[config.mk]
export PLATFORM = sky130hd
export DESIGN_NAME = nand_logic_seq
export DESIGN_NICKNAME = d
export VERILOG_FILES = /design/src/rtl/nand_logic_seq.sv
export SDC_FILE = /design/constraint.sdc
export NUM_CORES = 1
export LEC_CHECK = 0
export CAP_MARGIN = 20
export CORE_UTILIZATION = 25
export CTS_BUF_LIST = sky130_fd_sc_hd__clkbuf_8
export DETAILED_ROUTE_END_ITERATION = 10
export PLACE_DENSITY_LB_ADDON = 0.2
export RECOVER_POWER = 100
export SETUP_SLACK_MARGIN = 0.2
export SYNTH_ARGS = -nofsm -noshare
export SYNTH_HDL_FRONTEND = slang
export SYNTH_SLANG_ARGS = --single-unit
[constraint.sdc]
create_clock -name clk -period 2.4 [get_ports clk]
set_clock_uncertainty 0.2 [all_clocks]
set_input_delay 0.48 -clock clk [delete_from_list [all_inputs] [get_ports clk]]
set_output_delay 0.48 -clock clk [all_outputs]
set_load 0.005 [all_outputs]
[src/rtl/nand_logic_seq.sv]
// nand_logic_seq
// Multi-cycle 4-bit logic unit whose only datapath is one external quad
// 2-input NAND package. Each STEP cycle drives one NAND layer onto the four
// gates (one gate per bit) and latches the gate outputs into a temporary or,
// on the final layer, into the result register.

module nand_logic_seq (
   input  logic       clk,
   input  logic       rst,
   input  logic       start,
   input  logic [2:0] op,
   input  logic [3:0] a,
   input  logic [3:0] b,
   output logic [3:0] gate_x,
   output logic [3:0] gate_y,
   input  logic [3:0] gate_z,
   output logic       busy,
   output logic       done,
   output logic [3:0] result
);

   localparam logic [1:0] ST_IDLE = 2'd0;
   localparam logic [1:0] ST_STEP = 2'd1;
   localparam logic [1:0] ST_DONE = 2'd2;

   localparam logic [2:0] OP_NAND = 3'b000;
   localparam logic [2:0] OP_AND  = 3'b001;
   localparam logic [2:0] OP_OR   = 3'b010;
   localparam logic [2:0] OP_NOR  = 3'b011;
   localparam logic [2:0] OP_XOR  = 3'b100;
   localparam logic [2:0] OP_XNOR = 3'b101;
   localparam logic [2:0] OP_NOT  = 3'b110;
   localparam logic [2:0] OP_BUF  = 3'b111;

   logic [1:0] state_q, state_d;
   logic [2:0] step_q, step_d;
   logic [2:0] op_q, op_d;
   logic [3:0] a_q, a_d;
   logic [3:0] b_q, b_d;
   logic [3:0] t1_q, t1_d;
   logic [3:0] t2_q, t2_d;
   logic [3:0] t3_q, t3_d;
   logic [3:0] result_q, result_d;

   logic [3:0] gateX;
   logic [3:0] gateY;
   logic       wrT1;
   logic       wrT2;
   logic       wrT3;
   logic       wrRes;
   logic       accept;

   // Decode the current (op, step) into the NAND layer to drive and the
   // register that captures its output; writing the result marks the last step.
   always_comb begin
      gateX = 4'h0;
      gateY = 4'h0;
      wrT1  = 1'b0;
      wrT2  = 1'b0;
      wrT3  = 1'b0;
      wrRes = 1'b0;
      if (state_q == ST_STEP) begin
         case (op_q)
            OP_NAND: begin
               gateX = a_q; gateY = b_q; wrRes = 1'b1;
            end
            OP_AND: begin
               case (step_q)
                  3'd1:    begin gateX = a_q;  gateY = b_q;  wrT1  = 1'b1; end
                  default: begin gateX = t1_q; gateY = t1_q; wrRes = 1'b1; end
               endcase
            end
            OP_OR: begin
               case (step_q)
                  3'd1:    begin gateX = a_q;  gateY = a_q;  wrT1  = 1'b1; end
                  3'd2:    begin gateX = b_q;  gateY = b_q;  wrT2  = 1'b1; end
                  default: begin gateX = t1_q; gateY = t2_q; wrRes = 1'b1; end
               endcase
            end
            OP_NOR: begin
               case (step_q)
                  3'd1:    begin gateX = a_q;  gateY = a_q;  wrT1  = 1'b1; end
                  3'd2:    begin gateX = b_q;  gateY = b_q;  wrT2  = 1'b1; end
                  3'd3:    begin gateX = t1_q; gateY = t2_q; wrT3  = 1'b1; end
                  default: begin gateX = t3_q; gateY = t3_q; wrRes = 1'b1; end
               endcase
            end
            OP_XOR: begin
               case (step_q)
                  3'd1:    begin gateX = a_q;  gateY = b_q;  wrT1  = 1'b1; end
                  3'd2:    begin gateX = a_q;  gateY = t1_q; wrT2  = 1'b1; end
                  3'd3:    begin gateX = b_q;  gateY = t1_q; wrT3  = 1'b1; end
                  default: begin gateX = t2_q; gateY = t3_q; wrRes = 1'b1; end
               endcase
            end
            OP_XNOR: begin
               case (step_q)
                  3'd1:    begin gateX = a_q;  gateY = b_q;  wrT1  = 1'b1; end
                  3'd2:    begin gateX = a_q;  gateY = t1_q; wrT2  = 1'b1; end
                  3'd3:    begin gateX = b_q;  gateY = t1_q; wrT3  = 1'b1; end
                  3'd4:    begin gateX = t2_q; gateY = t3_q; wrT1  = 1'b1; end
                  default: begin gateX = t1_q; gateY = t1_q; wrRes = 1'b1; end
               endcase
            end
            OP_NOT: begin
               gateX = a_q; gateY = a_q; wrRes = 1'b1;
            end
            OP_BUF: begin
               case (step_q)
                  3'd1:    begin gateX = a_q;  gateY = a_q;  wrT1  = 1'b1; end
                  default: begin gateX = t1_q; gateY = t1_q; wrRes = 1'b1; end
               endcase
            end
            default: begin
               gateX = 4'h0; gateY = 4'h0;
            end
         endcase
      end
   end

   // A request is taken whenever no operation is in flight, which includes
   // the DONE cycle so back-to-back operations run without an idle gap.
   assign accept = start && (state_q != ST_STEP);

   // Next-state logic: sequence the steps, latch the gate outputs, and
   // capture operands on an accepted request.
   always_comb begin
      state_d  = state_q;
      step_d   = step_q;
      op_d     = op_q;
      a_d      = a_q;
      b_d      = b_q;
      t1_d     = t1_q;
      t2_d     = t2_q;
      t3_d     = t3_q;
      result_d = result_q;
      case (state_q)
         ST_IDLE, ST_DONE: begin
            if (accept) begin
               state_d = ST_STEP;
               step_d  = 3'd1;
               op_d    = op;
               a_d     = a;
               b_d     = b;
            end else begin
               state_d = ST_IDLE;
            end
         end
         ST_STEP: begin
            if (wrT1) t1_d = gate_z;
            if (wrT2) t2_d = gate_z;
            if (wrT3) t3_d = gate_z;
            if (wrRes) begin
               result_d = gate_z;
               state_d  = ST_DONE;
            end else begin
               step_d = step_q + 3'd1;
            end
         end
         default: begin
            state_d = ST_IDLE;
         end
      endcase
   end

   // State registers; reset aborts any operation in flight and clears the result.
   always_ff @(posedge clk) begin
      if (rst) begin
         state_q  <= ST_IDLE;
         step_q   <= 3'd0;
         op_q     <= 3'd0;
         a_q      <= 4'h0;
         b_q      <= 4'h0;
         t1_q     <= 4'h0;
         t2_q     <= 4'h0;
         t3_q     <= 4'h0;
         result_q <= 4'h0;
      end else begin
         state_q  <= state_d;
         step_q   <= step_d;
         op_q     <= op_d;
         a_q      <= a_d;
         b_q      <= b_d;
         t1_q     <= t1_d;
         t2_q     <= t2_d;
         t3_q     <= t3_d;
         result_q <= result_d;
      end
   end

   assign gate_x = gateX;
   assign gate_y = gateY;
   assign busy   = (state_q == ST_STEP);
   assign done   = (state_q == ST_DONE);
   assign result = result_q;

endmodule
==> run_summary.xml, run 1 <==
<?xml version="1.0" encoding="UTF-8"?>
<metrics>
  <group name="outcome">
    <metric name="status" unit="">finished, violations left</metric>
    <metric name="failed_checks" unit="">setup timing</metric>
  </group>
  <group name="clocking">
    <metric name="clkSinkCount" unit="">32</metric>
    <metric name="clock_tree.root_cell" unit="">sky130_fd_sc_hd__clkbuf_8</metric>
    <metric name="ctsHtreeMaxLevel" unit="">2</metric>
    <metric name="cts-buffers-inserted" unit="">5</metric>
    <metric name="insertion_delay_of_the_later_clocked_pin_in_the_worst_skew_pair" unit="ns">0.30</metric>
    <metric name="clkTransAtPathRegs" unit="ns">0.08</metric>
    <metric name="cts_tree" unit="">done</metric>
    <metric name="cts_hold_buf" unit="">0</metric>
    <metric name="cts_max_path_buffers" unit="">2</metric>
  </group>
  <group name="final_layout">
    <metric name="postLayoutCoreUtil" unit="%">40.9</metric>
    <metric name="num-nets-final" unit="">473</metric>
    <metric name="fill_cells" unit="">1056</metric>
    <metric name="final_cells" unit="">583</metric>
    <metric name="sequential_cell_area" unit="µm²">651</metric>
    <metric name="final_cell_mix" unit="">sky130_fd_sc_hd__buf_4 (91), sky130_fd_sc_hd__nand2_1 (54), sky130_fd_sc_hd__dfxtp_1 (28)</metric>
    <metric name="final_layout_size_suffix_gt1_share" unit="%">43.4</metric>
    <metric name="total_area_of_multi_input_combinational_cells" unit="mm²">0.00202</metric>
    <metric name="mostFrequentLayoutCell" unit="">sky130_fd_sc_hd__buf_4</metric>
    <metric name="synthesis_to_layout_area_growth" unit="%">59.8</metric>
    <metric name="antenna-diode-count" unit="">0</metric>
  </group>
  <group name="timing">
    <metric name="worst_slew_margin_rel" unit="%">47.2</metric>
    <metric name="post_route_minimum_period" unit="ns">2.98</metric>
    <metric name="final.setup.tns" unit="ns">-3.97</metric>
    <metric name="fin_ws" unit="ns">-0.583</metric>
    <metric name="final-setup-viol-count" unit="">8</metric>
    <metric name="maxClockFrequency" unit="MHz">335</metric>
    <metric name="whs" unit="ns">0.259</metric>
    <metric name="max_slew.worst_pin.slew" unit="ns">0.789</metric>
    <metric name="finalMaxSlewViolations" unit="">0</metric>
    <metric name="rsz0062_at_grt" unit="">true</metric>
    <metric name="timing.final.crit_share" unit="%">124</metric>
    <metric name="finalHoldViolations" unit="">0</metric>
  </group>
  <group name="min_path">
    <metric name="hold_path_startpoint" unit="">result[0]$_SDFFE_PP0P_</metric>
    <metric name="path_category_of_the_worst_min_delay_check" unit="">register to register</metric>
    <metric name="min_delay_path_depth" unit="">2</metric>
    <metric name="hold_end" unit="">result[0]$_SDFFE_PP0P_</metric>
  </group>
  <group name="place">
    <metric name="buffer_ports.inserted" unit="">31</metric>
    <metric name="gp_congestion" unit="">0.926</metric>
    <metric name="placement.setup.worst_slack" unit="ns">-0.749</metric>
    <metric name="placed_cell_count" unit="">556</metric>
    <metric name="detailed_place_hpwl" unit="µm">7740</metric>
  </group>
  <group name="worst_setup_path">
    <metric name="crit_required" unit="ns">1.72</metric>
    <metric name="maximum_fanout_along_the_worst_path" unit="">5</metric>
    <metric name="r2r_setup_slack" unit="ns">0.05</metric>
    <metric name="worst-endpoint-arrival" unit="ns">2.30</metric>
    <metric name="setup.worst_path.class" unit="">register to output port</metric>
    <metric name="timing.rr.end" unit="">step_q[0]$_SDFFE_PP0P_</metric>
    <metric name="ff2ff_path_depth" unit="">9</metric>
    <metric name="setup.worst_path.end_class" unit="">output port</metric>
    <metric name="regToRegStartpoint" unit="">op_q[1]$_SDFFE_PP0P_</metric>
    <metric name="worst_setup_path_start_kind" unit="">register</metric>
  </group>
  <group name="pwr">
    <metric name="leakage" unit="nW">1.74</metric>
    <metric name="worst_ir_drop_vdd" unit="µV">275</metric>
    <metric name="power_per_cell_area" unit="mW/mm²">390</metric>
  </group>
  <group name="synth">
    <metric name="yosysUniqueCellTypes" unit="">65</metric>
    <metric name="netlist.top_cell.by_area" unit="">sky130_fd_sc_hd__dfxtp_1</metric>
    <metric name="yosys_register_bits" unit="">32</metric>
    <metric name="ys_async_sr_fraction" unit="%">0</metric>
    <metric name="seq_area_frac_synth" unit="%">24.4</metric>
    <metric name="synth_top_cell_area_share" unit="%">24.4</metric>
    <metric name="synth-warning-count" unit="">0</metric>
    <metric name="synth_top_flop_cell" unit="">sky130_fd_sc_hd__dfxtp_1</metric>
    <metric name="synth-edff-count" unit="">0</metric>
    <metric name="netlist_area" unit="mm²">0.00262</metric>
    <metric name="synth.top_cells.by_area" unit="">sky130_fd_sc_hd__dfxtp_1 (24%), sky130_fd_sc_hd__nand2_1 (8.2%), sky130_fd_sc_hd__mux2i_1 (8.0%)</metric>
    <metric name="synth.avg_cell_area" unit="µm²">8.12</metric>
    <metric name="net_count_synth" unit="">350</metric>
    <metric name="synthCells" unit="">323</metric>
  </group>
  <group name="global_routing">
    <metric name="groute.usage.overall" unit="%">18.4</metric>
    <metric name="grt_max_degree" unit="">14</metric>
    <metric name="antenna_violations_before_repair" unit="">0</metric>
    <metric name="grt_pass1_vias" unit="">2953</metric>
    <metric name="wire_length_of_the_first_global_routing_pass" unit="µm">15700</metric>
    <metric name="grt_overflow_total" unit="">0</metric>
  </group>
  <group name="floorplan">
    <metric name="io_pins" unit="">32</metric>
    <metric name="coreArea" unit="mm²">0.0102</metric>
    <metric name="fp.dieW" unit="µm">104</metric>
    <metric name="std_cell_rows" unit="">37</metric>
    <metric name="die-area" unit="mm²">0.0109</metric>
    <metric name="die_h" unit="µm">104</metric>
    <metric name="start_util" unit="%">25.6</metric>
  </group>
  <group name="drt">
    <metric name="vias" unit="">2990</metric>
    <metric name="wl" unit="µm">10100</metric>
    <metric name="ant_nets" unit="">0</metric>
    <metric name="detail_route.drc_violations" unit="">0</metric>
    <metric name="drtPass1Iterations" unit="">5</metric>
    <metric name="routedWlPerCell" unit="µm">17.4</metric>
    <metric name="first_iter_violations" unit="">191</metric>
    <metric name="detail_route.vias_per_cell" unit="">5.13</metric>
  </group>
  <group name="job">
    <metric name="max_cap_viol_count" unit="">0</metric>
  </group>
</metrics>
power by group:
part / internal [mW] / switching, mW / leakage (nW)
sequential: 0.549 / 0.0218 / 0.263
combinational: 0.266 / 0.247 / 1.43
clock: 0.308 / 0.244 / 0.0541
total: 1.12 / 0.513 / 1.74
layout make-up:
class                      instances  share of cell area [%]
clock inverter                     3                    1.02
multi-input combinational        255                    48.1
tap                              136                    4.06
clock buffer                       5                    1.64
timing repair buffer             142                    28.3
inverter                          10                    1.34
sequential                        32                    15.5
cells in the mapped netlist (5+ instances only):
cell                       instances
sky130_fd_sc_hd__clkbuf_1         13
sky130_fd_sc_hd__inv_1             7
sky130_fd_sc_hd__nor3_1            9
sky130_fd_sc_hd__o22ai_1           6
sky130_fd_sc_hd__a22o_1            6
sky130_fd_sc_hd__o221ai_1          5
sky130_fd_sc_hd__nor2_1           21
sky130_fd_sc_hd__o21ai_0          11
sky130_fd_sc_hd__mux2i_1          21
sky130_fd_sc_hd__dfxtp_1          32
sky130_fd_sc_hd__a31oi_1          13
sky130_fd_sc_hd__a21o_1            7
sky130_fd_sc_hd__a21oi_1          16
sky130_fd_sc_hd__nand3_1           5
sky130_fd_sc_hd__nand2_1          57
sky130_fd_sc_hd__ha_1              9
sky130_fd_sc_hd__buf_2             5
critical path, cell delays in order (launching register included):
cell                       delay [ns]
sky130_fd_sc_hd__dfxtp_4         0.37
sky130_fd_sc_hd__inv_4           0.04
sky130_fd_sc_hd__ha_4            0.16
sky130_fd_sc_hd__buf_12          0.13
sky130_fd_sc_hd__o21ba_4         0.23
sky130_fd_sc_hd__a22o_1          0.21
sky130_fd_sc_hd__a221o_2         0.31
sky130_fd_sc_hd__a221oi_2        0.31
sky130_fd_sc_hd__a211oi_2        0.11
sky130_fd_sc_hd__buf_2           0.14
registers in the layout, summed over array words and instances (netlist names):
name     count
a_q          4
b_q          4
op_q         3
result       4
state_q      2
step_q       3
t1_q         4
t2_q         4
t3_q         4
cells by family (layout without fill, tap and decap cells):
kind of cell,count (synthesis),after routing,synth area share (%)
AND/OR/NAND/NOR,118,118,22.3
AO/OA/AOI/OAI,102,102,31.4
buffers and inverters,36,160,7.06
flip-flops,32,32,24.4
multiplexers,25,25,9.88
adder cells (fa/ha/maj),9,9,4.30
XOR/XNOR,1,1,0.621
worst max path at each step:
stage / from / end / slack (ns)
final: step_q[1]$_SDFFE_PP0P_ / gate_x[0] / -0.58
after CTS: step_q[1]$_SDFFE_PP0P_ / gate_y[3] / -0.59
after floorplan: step_q[2]$_SDFFE_PP0P_ / gate_x[0] / -0.13
after detailed placement: step_q[0]$_SDFFE_PP0P_ / gate_y[3] / -0.75
after global routing: step_q[0]$_SDFFE_PP0P_ / gate_y[0] / -0.65
after global placement: step_q[0]$_SDFFE_PP0P_ / gate_y[3] / -0.72
through the flow:
step,power (mW),area (µm²)
2_1_floorplan,0.796,2650
3_3_place_gp,1.02,3690
3_5_place_dp,1.02,3690
4_1_cts,1.62,4020
5_1_grt,1.70,4190
6_report,1.63,4190
routing by layer:
layer	global-route usage, %	up-vias	share of wire (%)
met5	0	-	0
met1	24.8	1422	46
met3	2.51	28	4.9
met2	29.5	100	46
met4	7.24	0	3.3
li1	-	1440	-
what timing repair did:
action / 4_1_cts / 5_1_grt
setup endpoints to repair: 22 / 22
setup buffers: 10 / 7
pin swaps: 34 / 24
gates cloned: 2 / 0
gates resized for setup: 71 / 32
(Power assumes the default switching activity.)
==> run 2, diff against run 1 <==
==> constraint.sdc (replaced) <==
create_clock -name clk -period 3.7 [get_ports clk]
set_clock_uncertainty 0.2 [all_clocks]
set_input_delay 0.74 -clock clk [delete_from_list [all_inputs] [get_ports clk]]
set_output_delay 0.74 -clock clk [all_outputs]
set_load 0.005 [all_outputs]
==> run 2 against run 1 <==
Against the previous run:
- the run now ends clean
- final cell count fell by 16%
- sequential cell count unchanged
- critical path depth down 2
- core utilization is 9.2 points lower
- largest cell class unchanged
==> run_summary.xml, run 2 (same netlist as run 1, synthesis figures left out) <==
<?xml version="1.0" encoding="UTF-8"?>
<metrics>
  <group name="timing">
    <metric name="finalMaxSlewViolations" unit="">0</metric>
    <metric name="timing.final.crit_share" unit="%">95.2</metric>
    <metric name="rsz0062_at_grt" unit="">false</metric>
    <metric name="worst_slew_margin_rel" unit="%">43.8</metric>
    <metric name="max_slew.worst_pin.slew" unit="ns">0.843</metric>
    <metric name="final-setup-viol-count" unit="">0</metric>
    <metric name="post_route_minimum_period" unit="ns">3.52</metric>
    <metric name="fin_ws" unit="ns">0.176</metric>
    <metric name="finalHoldViolations" unit="">0</metric>
    <metric name="final.setup.tns" unit="ns">0</metric>
    <metric name="maxClockFrequency" unit="MHz">284</metric>
  </group>
  <group name="clocking">
    <metric name="cts_tree" unit="">done</metric>
    <metric name="insertion_delay_of_the_later_clocked_pin_in_the_worst_skew_pair" unit="ns">0.29</metric>
    <metric name="clkSinkCount" unit="">32</metric>
    <metric name="cts-buffers-inserted" unit="">5</metric>
    <metric name="ctsHtreeMaxLevel" unit="">2</metric>
    <metric name="cts_max_path_buffers" unit="">2</metric>
    <metric name="clock_tree.root_cell" unit="">sky130_fd_sc_hd__clkbuf_8</metric>
    <metric name="clkTransAtPathRegs" unit="ns">0.08</metric>
  </group>
  <group name="worst_setup_path">
    <metric name="ff2ff_path_depth" unit="">7</metric>
    <metric name="worst-endpoint-arrival" unit="ns">2.58</metric>
    <metric name="worst_setup_path_start_kind" unit="">register</metric>
    <metric name="setup.worst_path.end_class" unit="">output port</metric>
    <metric name="crit_required" unit="ns">2.76</metric>
    <metric name="maximum_fanout_along_the_worst_path" unit="">19</metric>
    <metric name="regToRegStartpoint" unit="">step_q[0]$_SDFFE_PP0P_</metric>
    <metric name="setup.worst_path.class" unit="">register to output port</metric>
    <metric name="timing.rr.end" unit="">step_q[2]$_SDFFE_PP0P_</metric>
    <metric name="r2r_setup_slack" unit="ns">1.00</metric>
  </group>
  <group name="min_path">
    <metric name="path_category_of_the_worst_min_delay_check" unit="">register to register</metric>
    <metric name="hold_path_startpoint" unit="">result[0]$_SDFFE_PP0P_</metric>
    <metric name="hold_end" unit="">result[0]$_SDFFE_PP0P_</metric>
    <metric name="min_delay_path_depth" unit="">2</metric>
  </group>
  <group name="floorplan">
    <metric name="die-area" unit="mm²">0.0109</metric>
    <metric name="die_h" unit="µm">104</metric>
    <metric name="std_cell_rows" unit="">37</metric>
    <metric name="fp.dieW" unit="µm">104</metric>
    <metric name="io_pins" unit="">32</metric>
    <metric name="start_util" unit="%">25.6</metric>
    <metric name="coreArea" unit="mm²">0.0102</metric>
  </group>
  <group name="final_layout">
    <metric name="antenna-diode-count" unit="">0</metric>
    <metric name="fill_cells" unit="">1112</metric>
    <metric name="final_cell_mix" unit="">sky130_fd_sc_hd__nand2_1 (57), sky130_fd_sc_hd__dfxtp_1 (29), sky130_fd_sc_hd__mux2i_1 (21)</metric>
    <metric name="sequential_cell_area" unit="µm²">647</metric>
    <metric name="final_layout_size_suffix_gt1_share" unit="%">18.6</metric>
    <metric name="final_cells" unit="">491</metric>
    <metric name="num-nets-final" unit="">381</metric>
    <metric name="mostFrequentLayoutCell" unit="">sky130_fd_sc_hd__nand2_1</metric>
    <metric name="postLayoutCoreUtil" unit="%">31.7</metric>
    <metric name="synthesis_to_layout_area_growth" unit="%">23.9</metric>
    <metric name="total_area_of_multi_input_combinational_cells" unit="mm²">0.00183</metric>
  </group>
  <group name="pwr">
    <metric name="total_power" unit="mW">0.956</metric>
    <metric name="leakage" unit="nW">1.27</metric>
    <metric name="worst_ir_drop_vdd" unit="µV">173</metric>
    <metric name="power_per_cell_area" unit="mW/mm²">294</metric>
  </group>
  <group name="global_routing">
    <metric name="grt_max_degree" unit="">20</metric>
    <metric name="grt_pass1_vias" unit="">2494</metric>
    <metric name="groute.usage.overall" unit="%">16.3</metric>
    <metric name="grt_overflow_total" unit="">0</metric>
    <metric name="wire_length_of_the_first_global_routing_pass" unit="µm">13900</metric>
    <metric name="antenna_violations_before_repair" unit="">0</metric>
  </group>
  <group name="place">
    <metric name="placement.setup.worst_slack" unit="ns">0.205</metric>
    <metric name="detailed_place_hpwl" unit="µm">6620</metric>
    <metric name="placed_cell_count" unit="">479</metric>
    <metric name="buffer_ports.inserted" unit="">31</metric>
    <metric name="gp_congestion" unit="">0.912</metric>
  </group>
  <group name="drt">
    <metric name="first_iter_violations" unit="">239</metric>
    <metric name="drtPass1Iterations" unit="">5</metric>
    <metric name="vias" unit="">2629</metric>
    <metric name="detail_route.drc_violations" unit="">0</metric>
    <metric name="wl" unit="µm">8820</metric>
    <metric name="routedWlPerCell" unit="µm">18.0</metric>
    <metric name="ant_nets" unit="">0</metric>
    <metric name="detail_route.vias_per_cell" unit="">5.35</metric>
  </group>
  <group name="job">
    <metric name="max_cap_viol_count" unit="">0</metric>
  </group>
  <group name="outcome">
    <metric name="status" unit="">complete, no violations</metric>
  </group>
</metrics>
[run 2: layout make-up]
| class | count | area share, % |
|---|---|---|
| clock inverters | 3 | 1.43 |
| inverters | 10 | 1.23 |
| well taps | 136 | 5.24 |
| repair buffers | 50 | 13.8 |
| multi-input cells | 255 | 56.2 |
| flip-flops and latches | 32 | 19.9 |
| clock buffers | 5 | 2.12 |
[run 2: worst max-delay path by stage]
stage / start / endpoint / slack (ns) / cells after the start
global placement: step_q[0]$_SDFFE_PP0P_ / gate_x[0] / 0.27 / 8
detailed placement: step_q[0]$_SDFFE_PP0P_ / gate_x[0] / 0.20 / 8
finish: step_q[2]$_SDFFE_PP0P_ / gate_y[1] / 0.18 / 7
floorplan: step_q[2]$_SDFFE_PP0P_ / gate_x[0] / 0.85 / 9
global route: step_q[2]$_SDFFE_PP0P_ / gate_y[1] / 0.12 / 7
CTS: step_q[0]$_SDFFE_PP0P_ / gate_y[0] / 0.1 / 8
[run 2: where the power goes]
group / internal (mW) / total (mW) / leakage [nW] / switching, mW
Clock: 0.203 / 0.358 / 0.0548 / 0.155
Combinational: 0.100 / 0.218 / 0.949 / 0.118
Sequential: 0.356 / 0.380 / 0.262 / 0.0239
Total: 0.659 / 0.956 / 1.27 / 0.296
[run 2: worst max-delay path, stage by stage, from the launching register on]
cell,delay (ns)
sky130_fd_sc_hd__dfxtp_1,0.31
sky130_fd_sc_hd__buf_4,0.20
sky130_fd_sc_hd__nand2b_2,0.27
sky130_fd_sc_hd__nand2_1,0.19
sky130_fd_sc_hd__mux2_2,0.40
sky130_fd_sc_hd__a31oi_1,0.23
sky130_fd_sc_hd__a31oi_1,0.11
sky130_fd_sc_hd__dlygate4sd3_1,0.58
[run 2: routing by layer]
layer / track usage, % / share of wire (%)
met5: 0 / 0
met4: 6.94 / 2.6
met3: 2.57 / 8.2
met2: 23.8 / 42
met1: 23.3 / 47
[run 2: timing repair]
action / in CTS / in global routing
pin swaps: 5 / 3
gates resized for setup: 13 / 19
setup buffers: 0 / 3
hold buffers: 0 / 0
cloned: 0 / 1
endpoints found under the setup margin: 8 / 7
[run 2: stage by stage]
stage	cell area [µm²]	hold WS, ns
5_1_grt	3250	0.282
4_1_cts	3190	0.269
3_3_place_gp	3070	0.244
2_1_floorplan	2620	0.251
3_5_place_dp	3070	0.257
6_report	3250	0.262
